$ cat config.mk
export PLATFORM = sky130hd
export DESIGN_NAME = ram_arbiter
export DESIGN_NICKNAME = d
export VERILOG_FILES = /design/src/rtl/ram_arb_pkg.sv /design/src/rtl/rr_arb2.sv /design/src/rtl/ram_arbiter.sv
export SDC_FILE = /design/constraint.sdc
export NUM_CORES = 1
export LEC_CHECK = 0
export CAP_MARGIN = 20
export CORE_UTILIZATION = 40
export CTS_CLUSTER_DIAMETER = 100
export CTS_CLUSTER_SIZE = 20
export DETAILED_ROUTE_END_ITERATION = 16
export PLACE_DENSITY = 0.8
export SLEW_MARGIN = 40
export SYNTH_ARGS = -nofsm -noshare
export SYNTH_HDL_FRONTEND = slang
export SYNTH_SLANG_ARGS = --single-unit
$ cat constraint.sdc
create_clock -name clk -period 2 [get_ports clk]
set_input_delay 0.5 -clock clk [delete_from_list [all_inputs] [get_ports clk]]
set_output_delay 0.5 -clock clk [all_outputs]
set_load 0.05 [all_outputs]
$ cat src/rtl/ram_arb_pkg.sv
// ram_arb_pkg
// Shared types and constants for the RAM sequencing controller / two-port arbiter.
//   arb_state_e : controller states (IDLE, ISSUE, WAIT, RESP)
//   GNT_CPU/LDR : grant encoding, also the bit index of each requester in the request vector
//   DEF_*       : default RAM geometry and done timeout
package ram_arb_pkg;

    localparam int unsigned DEF_DATA_WIDTH = 32;
    localparam int unsigned DEF_ADDR_WIDTH = 9;
    localparam int unsigned DEF_TIMEOUT    = 15;

    localparam logic GNT_CPU = 1'b0;
    localparam logic GNT_LDR = 1'b1;

    typedef enum logic [1:0] {
        IDLE  = 2'd0,
        ISSUE = 2'd1,
        WAIT  = 2'd2,
        RESP  = 2'd3
    } arb_state_e;

endpackage

$ cat src/rtl/rr_arb2.sv
// rr_arb2
// Combinational two-way alternating arbiter.
//   req[1:0]   in  : request vector, bit GNT_CPU = CPU, bit GNT_LDR = loader
//   last_grant in  : requester granted most recently
//   grant      out : winning requester (only meaningful when any req is set)
module rr_arb2
    import ram_arb_pkg::*;
(
    input  logic [1:0] req,
    input  logic       last_grant,
    output logic       grant
);

    always_comb begin
        grant = GNT_CPU;
        unique case (req)
            2'b01:   grant = GNT_CPU;
            2'b10:   grant = GNT_LDR;
            // Contended: whoever did not win last time goes now.
            2'b11:   grant = ~last_grant;
            default: grant = GNT_CPU;
        endcase
    end

endmodule

$ cat src/rtl/ram_arbiter.sv
// ram_arbiter
// Sequencing controller and CPU/loader arbiter in front of a single-port RAM.
// Latches the winning request, holds RAM strobes from ISSUE through WAIT until ram_done
// or a timeout, then pulses a one-cycle ack to the winner in RESP.
//   clk, reset_n                            : clock, async active-low reset
//   cpu_req/we/addr/wdata                   : CPU request (level, held until cpu_ack)
//   cpu_rdata/ack/err                       : CPU response (rdata held between reads)
//   ldr_req/addr/wdata, ldr_ack             : write-only loader port
//   ram_read/write/enable/address/data_in   : RAM strobes and write path
//   ram_data_out, ram_done                  : RAM read data and completion
//   busy                                    : high whenever not IDLE
module ram_arbiter
    import ram_arb_pkg::*;
#(
    parameter int unsigned DATA_WIDTH = DEF_DATA_WIDTH,
    parameter int unsigned ADDR_WIDTH = DEF_ADDR_WIDTH,
    parameter int unsigned TIMEOUT    = DEF_TIMEOUT
) (
    input  logic                  clk,
    input  logic                  reset_n,
    input  logic                  cpu_req,
    input  logic                  cpu_we,
    input  logic [ADDR_WIDTH-1:0] cpu_addr,
    input  logic [DATA_WIDTH-1:0] cpu_wdata,
    output logic [DATA_WIDTH-1:0] cpu_rdata,
    output logic                  cpu_ack,
    output logic                  cpu_err,
    input  logic                  ldr_req,
    input  logic [ADDR_WIDTH-1:0] ldr_addr,
    input  logic [DATA_WIDTH-1:0] ldr_wdata,
    output logic                  ldr_ack,
    output logic                  ram_read,
    output logic                  ram_write,
    output logic                  ram_enable,
    output logic [ADDR_WIDTH-1:0] ram_address,
    output logic [DATA_WIDTH-1:0] ram_data_in,
    input  logic [DATA_WIDTH-1:0] ram_data_out,
    input  logic                  ram_done,
    output logic                  busy
);

    localparam logic [7:0] TIMEOUT_CNT = 8'(TIMEOUT);

    arb_state_e            r_state, w_state_d;
    logic                  r_grant, w_grant_d;
    logic                  r_last_grant, w_last_grant_d;
    logic                  r_we, w_we_d;
    logic                  r_err, w_err_d;
    logic [ADDR_WIDTH-1:0] r_addr, w_addr_d;
    logic [DATA_WIDTH-1:0] r_wdata, w_wdata_d;
    logic [DATA_WIDTH-1:0] r_cpu_rdata, w_cpu_rdata_d;
    logic [7:0]            r_cnt, w_cnt_d;
    logic [7:0]            w_cnt_inc;
    logic                  w_arb_grant;

    rr_arb2 u_rr_arb2 (
        .req        ({ldr_req, cpu_req}),
        .last_grant (r_last_grant),
        .grant      (w_arb_grant)
    );

    assign w_cnt_inc = r_cnt + 8'd1;

    always_comb begin
        w_state_d      = r_state;
        w_grant_d      = r_grant;
        w_last_grant_d = r_last_grant;
        w_we_d         = r_we;
        w_err_d        = r_err;
        w_addr_d       = r_addr;
        w_wdata_d      = r_wdata;
        w_cpu_rdata_d  = r_cpu_rdata;
        w_cnt_d        = r_cnt;

        unique case (r_state)
            IDLE: begin
                if (cpu_req || ldr_req) begin
                    w_grant_d = w_arb_grant;
                    if (w_arb_grant == GNT_LDR) begin
                        w_addr_d  = ldr_addr;
                        w_wdata_d = ldr_wdata;
                        w_we_d    = 1'b1;
                    end else begin
                        w_addr_d  = cpu_addr;
                        w_wdata_d = cpu_wdata;
                        w_we_d    = cpu_we;
                    end
                    w_state_d = ISSUE;
                end
            end
            ISSUE: begin
                // ram_done is deliberately not looked at here.
                w_cnt_d   = '0;
                w_state_d = WAIT;
            end
            WAIT: begin
                w_cnt_d = w_cnt_inc;
                // Done is checked first so it beats a timeout landing in the same cycle.
                if (ram_done) begin
                    w_err_d = 1'b0;
                    if ((r_grant == GNT_CPU) && !r_we) begin
                        w_cpu_rdata_d = ram_data_out;
                    end
                    w_state_d = RESP;
                end else if (w_cnt_inc == TIMEOUT_CNT) begin
                    w_err_d   = 1'b1;
                    w_state_d = RESP;
                end
            end
            RESP: begin
                w_last_grant_d = r_grant;
                w_state_d      = IDLE;
            end
            default: w_state_d = IDLE;
        endcase
    end

    always_ff @(posedge clk or negedge reset_n) begin
        if (!reset_n) begin
            r_state      <= IDLE;
            r_grant      <= GNT_CPU;
            r_last_grant <= GNT_CPU;
            r_we         <= 1'b0;
            r_err        <= 1'b0;
            r_addr       <= '0;
            r_wdata      <= '0;
            r_cpu_rdata  <= '0;
            r_cnt        <= '0;
        end else begin
            r_state      <= w_state_d;
            r_grant      <= w_grant_d;
            r_last_grant <= w_last_grant_d;
            r_we         <= w_we_d;
            r_err        <= w_err_d;
            r_addr       <= w_addr_d;
            r_wdata      <= w_wdata_d;
            r_cpu_rdata  <= w_cpu_rdata_d;
            r_cnt        <= w_cnt_d;
        end
    end

    // Strobes decode straight from state so an async reset drops them at once.
    assign ram_enable  = (r_state == ISSUE) || (r_state == WAIT);
    assign ram_write   = ram_enable && r_we;
    assign ram_read    = ram_enable && !r_we;
    assign ram_address = r_addr;
    assign ram_data_in = r_wdata;

    assign cpu_ack   = (r_state == RESP) && (r_grant == GNT_CPU);
    assign ldr_ack   = (r_state == RESP) && (r_grant == GNT_LDR);
    assign cpu_err   = cpu_ack && r_err;
    assign cpu_rdata = r_cpu_rdata;
    assign busy      = (r_state != IDLE);

endmodule

=== Word-level counts from Yosys, hierarchy flattened ===
Index checks and enable logic that the tools add are counted.
Widths: inputs -> output; s select.

* Register bits: 87
* Bits of input ports: 120
* Output and inout bits: 80
* Logic and storage cells: 48

* $add $sub $neg: 1
* Equal/unequal tests: 8
* Multiplexer cells: 11
* Bitwise gates (word level): 2
* Reductions and logical operators: 17

{| class="wikitable"
|+ Operators with widths
! operator !! count
|-
| $mux 32 || 1
|-
| $pmux 8 s2 || 1
|-
| $mux 9 || 1
|-
| $add 8x1->8 const B || 1
|-
| $eq 2x2->1 const B || 4
|-
| $eq 8x4->1 const B || 1
|-
| $pmux 2 s4 || 1
|-
| $logic_and 1x1->1 || 6
|-
| $mux 2 || 3
|-
| $reduce_and 2->1 || 3
|-
| $reduce_bool 2->1 || 3
|-
| $mux 1 || 3
|-
| $ne 3x3->1 const B || 1
|-
| $reduce_and 3->1 || 1
|-
| $eq 2x1->1 const B || 1
|-
| $logic_not 2->1 || 1
|-
| $logic_or 1x1->1 || 2
|-
| $ne 2x2->1 const B || 1
|-
| $not 1->1 || 2
|-
| $pmux 1 s2 || 1
|-
| $logic_not 1->1 || 1
|}

=== Longest topological paths before layout ===
* Depth after elaboration: 5
* Gate-level depth with buffers: 7
* Gate-level depth less buffers: 6

=== Modules after synthesis ===
A second synthesis with hierarchy kept.

* Cell total of the unflattened synthesis: 348
* Area, all modules: 3973.8 µm²

{| class="wikitable"
|+ Modules (own cells, without submodules)
! module !! instances !! cells an instance !! area an instance (µm²) !! seq. area each (µm²)
|-
| ram_arbiter || 1 || 347 || 3962.6 || 2177.1
|-
| rr_arb2 || 1 || 1 || 11.3 || 0.0
|}

=== Least setup slack after synthesis ===
OpenSTA, ideal clock, no wires.

* Path kind: flip-flop to output port
* From: reg r_state[0]
* To: out ram_read
* Arrival: 2.054 ns
* Data required time: 1.500 ns
* Slack: -0.554 ns
* Stages on the path, launching flop included: 6
* Buffers on the path: 1
* Cells stage by stage: dfrtp_1 > inv_1 > ha_1 > clkbuf_1 > inv_1 > nor2_1

* Longest elaborated chain between the ends: 3
* Elaborated cells between the ends (all ways): 4
* Those cells by class: 2 x eq/ne; 2 x reduce/logical

{| class="wikitable"
|+ RTL lines
! item !! RTL line !! source
|-
| start, declared || ram_arbiter.sv:44 || <nowiki>arb_state_e r_state, w_state_d;</nowiki>
|-
| start signal, assigned || ram_arbiter.sv:130 || <nowiki>r_state <= w_state_d;</nowiki>
|-
| $eq 2x1->1 / $eq 2x2->1 (equally long branches) || ram_arbiter.sv:143 || <nowiki>assign ram_enable = (r_state == ISSUE) || (r_state == WAIT);</nowiki>
|-
| $logic_or 1x1->1 * || ram_arbiter.sv:143 ||
|-
| named net ram_enable || ram_arbiter.sv:34 || <nowiki>output logic ram_enable,</nowiki>
|-
| $logic_and 1x1->1 * || ram_arbiter.sv:145 || <nowiki>assign ram_read = ram_enable && !r_we;</nowiki>
|-
| end, declared || ram_arbiter.sv:32 || <nowiki>output logic ram_read,</nowiki>
|}

Mark *: on every way through the listed nets, which the timed path passes. The rest lies on a longest branch.

=== Worst setup path after layout ===
* From: reg r_state[0]
* To: out ram_read

* Longest elaborated chain between the ends: 3
* Elaborated cells between the ends (all ways): 4
* Those cells by class: 2 x eq/ne; 2 x reduce/logical

{| class="wikitable"
|+ RTL lines
! item !! RTL line
|-
| $eq 2x1->1 / $eq 2x2->1 (equally long branches) || ram_arbiter.sv:143
|-
| $logic_or 1x1->1 * || ram_arbiter.sv:143
|-
| $logic_and 1x1->1 * || ram_arbiter.sv:145
|}

Mark *: on every way between the ends. The rest lies on a longest branch, timed or not.

==> metrics.txt <==
IO buf count approximately 200; Die Ht between 100 and 150 um; Initial DRT Pass Iterations 4; pin count of the biggest net entering global routing around 70; reg2reg path depth 6; max frequency roughly 510 MHz; worst-path maximum fanout 4; Pins Over Slew Limit 0; CP Data Required Time around 1500 ps; R2R setup slack 310 ps; Critical Path End Type output pin; later-pin clock latency in the skew report roughly 340 ps; Critical Path Max Stage Delay approximately 400 ps; critical path type flop to output pin; Seq cells post-synth between 80 and 90; Die Span X about 100 um; H-tree depth 3; dpl hpwl 7860 um; IO Pins 200; share of cells above drive strength 1 a little under a quarter; Worst Setup Slack post-DPL 17.6 ps; final worst path period need between 1500 and 2000 ps; DR WL/cell around 15 um; crit path DAT between 1000 and 1500 ps; area of the mapped netlist between 3000 and 4000 um^2; TNS Setup 0 ps; cell count after synthesis about 340; RR Endpoint r_state[1]; ys async rst share 100%; post-synthesis cell type count 37; Ys Warns 0; top cells by area, synth dfrtp_1 55%, mux2i_1 11%, mux2_2 9.2%; RR Startpoint r_cnt[0]; P per Cell Area about 1700 nW/um^2; Max-slew headroom between 60% and 70%; Setup violations, final 0; antenna violations before repair 0; via count between 3000 and 4000; CP Launch Point r_state[0]; clock slew seen by the registers of the worst setup and hold paths around 90 ps; number of enable flip-flop cells after synthesis 0; ANT nets after route 0; post-synthesis sequential area ratio about 55%; Worst IR Drop VDD approximately 1.4 mV; TritonCTS Buffers 9; drt total wl slightly above 10000 um; P_leak around 0.0029 uW; clock skew ~10 ps; crit start category flop; full die area ~10000 um^2; design area 6310 um^2; vias in the first global route ~3300; Synth-to-Final Area Change 60.5%; CTS Hold Buffers Added 0; Initial Util about two fifths; grt ovf 0; post-route clock period utilization between 90 and 100%; Least-Margin Pin Slew about 520 ps; clk buf depth 2; first-pass GRT wire length 15700 um; vias per inst 4.82; Placer Congestion approximately 0.9; CP max stage cell dfrtp_1; core area 9370 um^2; max_cap viols 0; n_diodes 0; CTS tree done; top-area cell type share of the netlist area a little under three fifths; total clock sinks between 80 and 90; CTS Root Cell clkbuf_8; status complete, no violations; cell row count 35; nets 673; # DRC 0; Post-Route Utilization 67.3%; DP Area 6110 um^2; main flop type after synthesis dfrtp_1; HP Class input port to asynchronous set/reset pin; Final Hold Fails 0; fill count 789; commonest cells in the netlist 87 x dfrtp_1, 51 x nand2_1, 42 x mux2i_1, 40 x o21ai_0, 32 x mux2_2; top-count cell post-synth dfrtp_1; final setup margin 54.3 ps; syn_area_per_cell between 10 and 15 um^2; initial DRC count 42; synthesized net count 466; overall routing resource usage approximately 20%; crit-path cells inv_2 -> ha_4 -> clkinvlp_4 -> nor2_4 -> buf_12; Buf/Inv on CP 3; delay-heaviest family, CP flip-flops; Yosys top cell by area dfrtp_1; RSZ-0062 raised after global routing true
## state kept, by name, indices dropped and copies added, names as in the netlist
register	count
r_cnt	8
r_grant	1
cpu_rdata	32
ram_data_in	32
r_last_grant	1
r_err	1
r_state	2
r_we	1
ram_address	9
## kinds of logic after synthesis
family | count (synthesis) | share of synthesized area, %
muxes | 75 | 20.2
xor gates and xnor gates | 3 | 0.669
adders and majority gates | 5 | 1.59
buffers and inverters | 28 | 3.60
and+or+nand+nor | 76 | 9.04
DFF | 87 | 55.4
AOI/OAI and AO/OA | 67 | 9.55
## cell usage in the layout (no fill, tap or decap), types with 2 or more instances in the layout
cell,n
dfrtp_1,87
clkbuf_8,10
xnor2_1,2
inv_1,6
a21oi_1,4
clkinvlp_4,4
o21ai_1,11
ha_1,3
a21o_1,2
a22o_1,2
nand2_1,51
nor4_1,2
mux2i_1,42
and2_1,2
nor3_1,2
nand3_1,2
clkdlybuf4s50_1,118
and2_2,2
or3_1,3
dlymetal6s2s_1,2
o21ai_0,40
dlygate4sd2_1,32
mux2_2,32
buf_12,10
buf_4,52
inv_2,2
nor2_1,3
clkbuf_1,2
nand3_2,2
## report_power, final
part	switching, uW	internal, uW	total [uW]
sequential	461	2550	3020
combinational	4310	2320	6640
clock	605	489	1090
## worst max path at each step
stage	cells after the start	to	slack, ps
2_1_floorplan	5	ram_read	30
4_1_cts	1	ram_address[3]	0.2
3_3_place_gp	5	cpu_rdata[17]	60
5_1_grt	5	ram_read	-30
6_report	5	ram_read	50
3_5_place_dp	5	cpu_rdata[9]	20
## layer usage
layer | track usage [%] | vias to the layer above | routed length, um
met5 | 0 | - | 0
met4 | 6.91 | 0 | 135
met3 | 5.55 | 12 | 867
met2 | 36.6 | 130 | 5180
met1 | 22.4 | 1542 | 3880
li1 | - | 1601 | -
## metrics by stage
step	instances	hold WS, ps	power [uW]
3_5_place_dp	660	451	9800
6_report	682	64.5	10700
2_1_floorplan	341	204	7370
5_1_grt	682	76.0	11400
3_3_place_gp	660	448	9650
4_1_cts	680	66.9	10800
## area by class of cell
class	instances	area, um^2	area share (%)
clock buffer	12	145	2.30
clock inverter	4	31.3	0.496
inverter	9	37.5	0.595
multi-input combinational	226	1670	26.4
sequential	87	2180	34.5
tap	129	161	2.56
timing repair buffer	215	2090	33.1
## repair_timing
action                                  CTS  global route
buffers inserted                          4             2
gates cloned                              0             0
pin swaps                                 1             2
gates resized for setup                  35             5
endpoints found under the setup margin   35             5
Power figures use the tool's default switching activity.
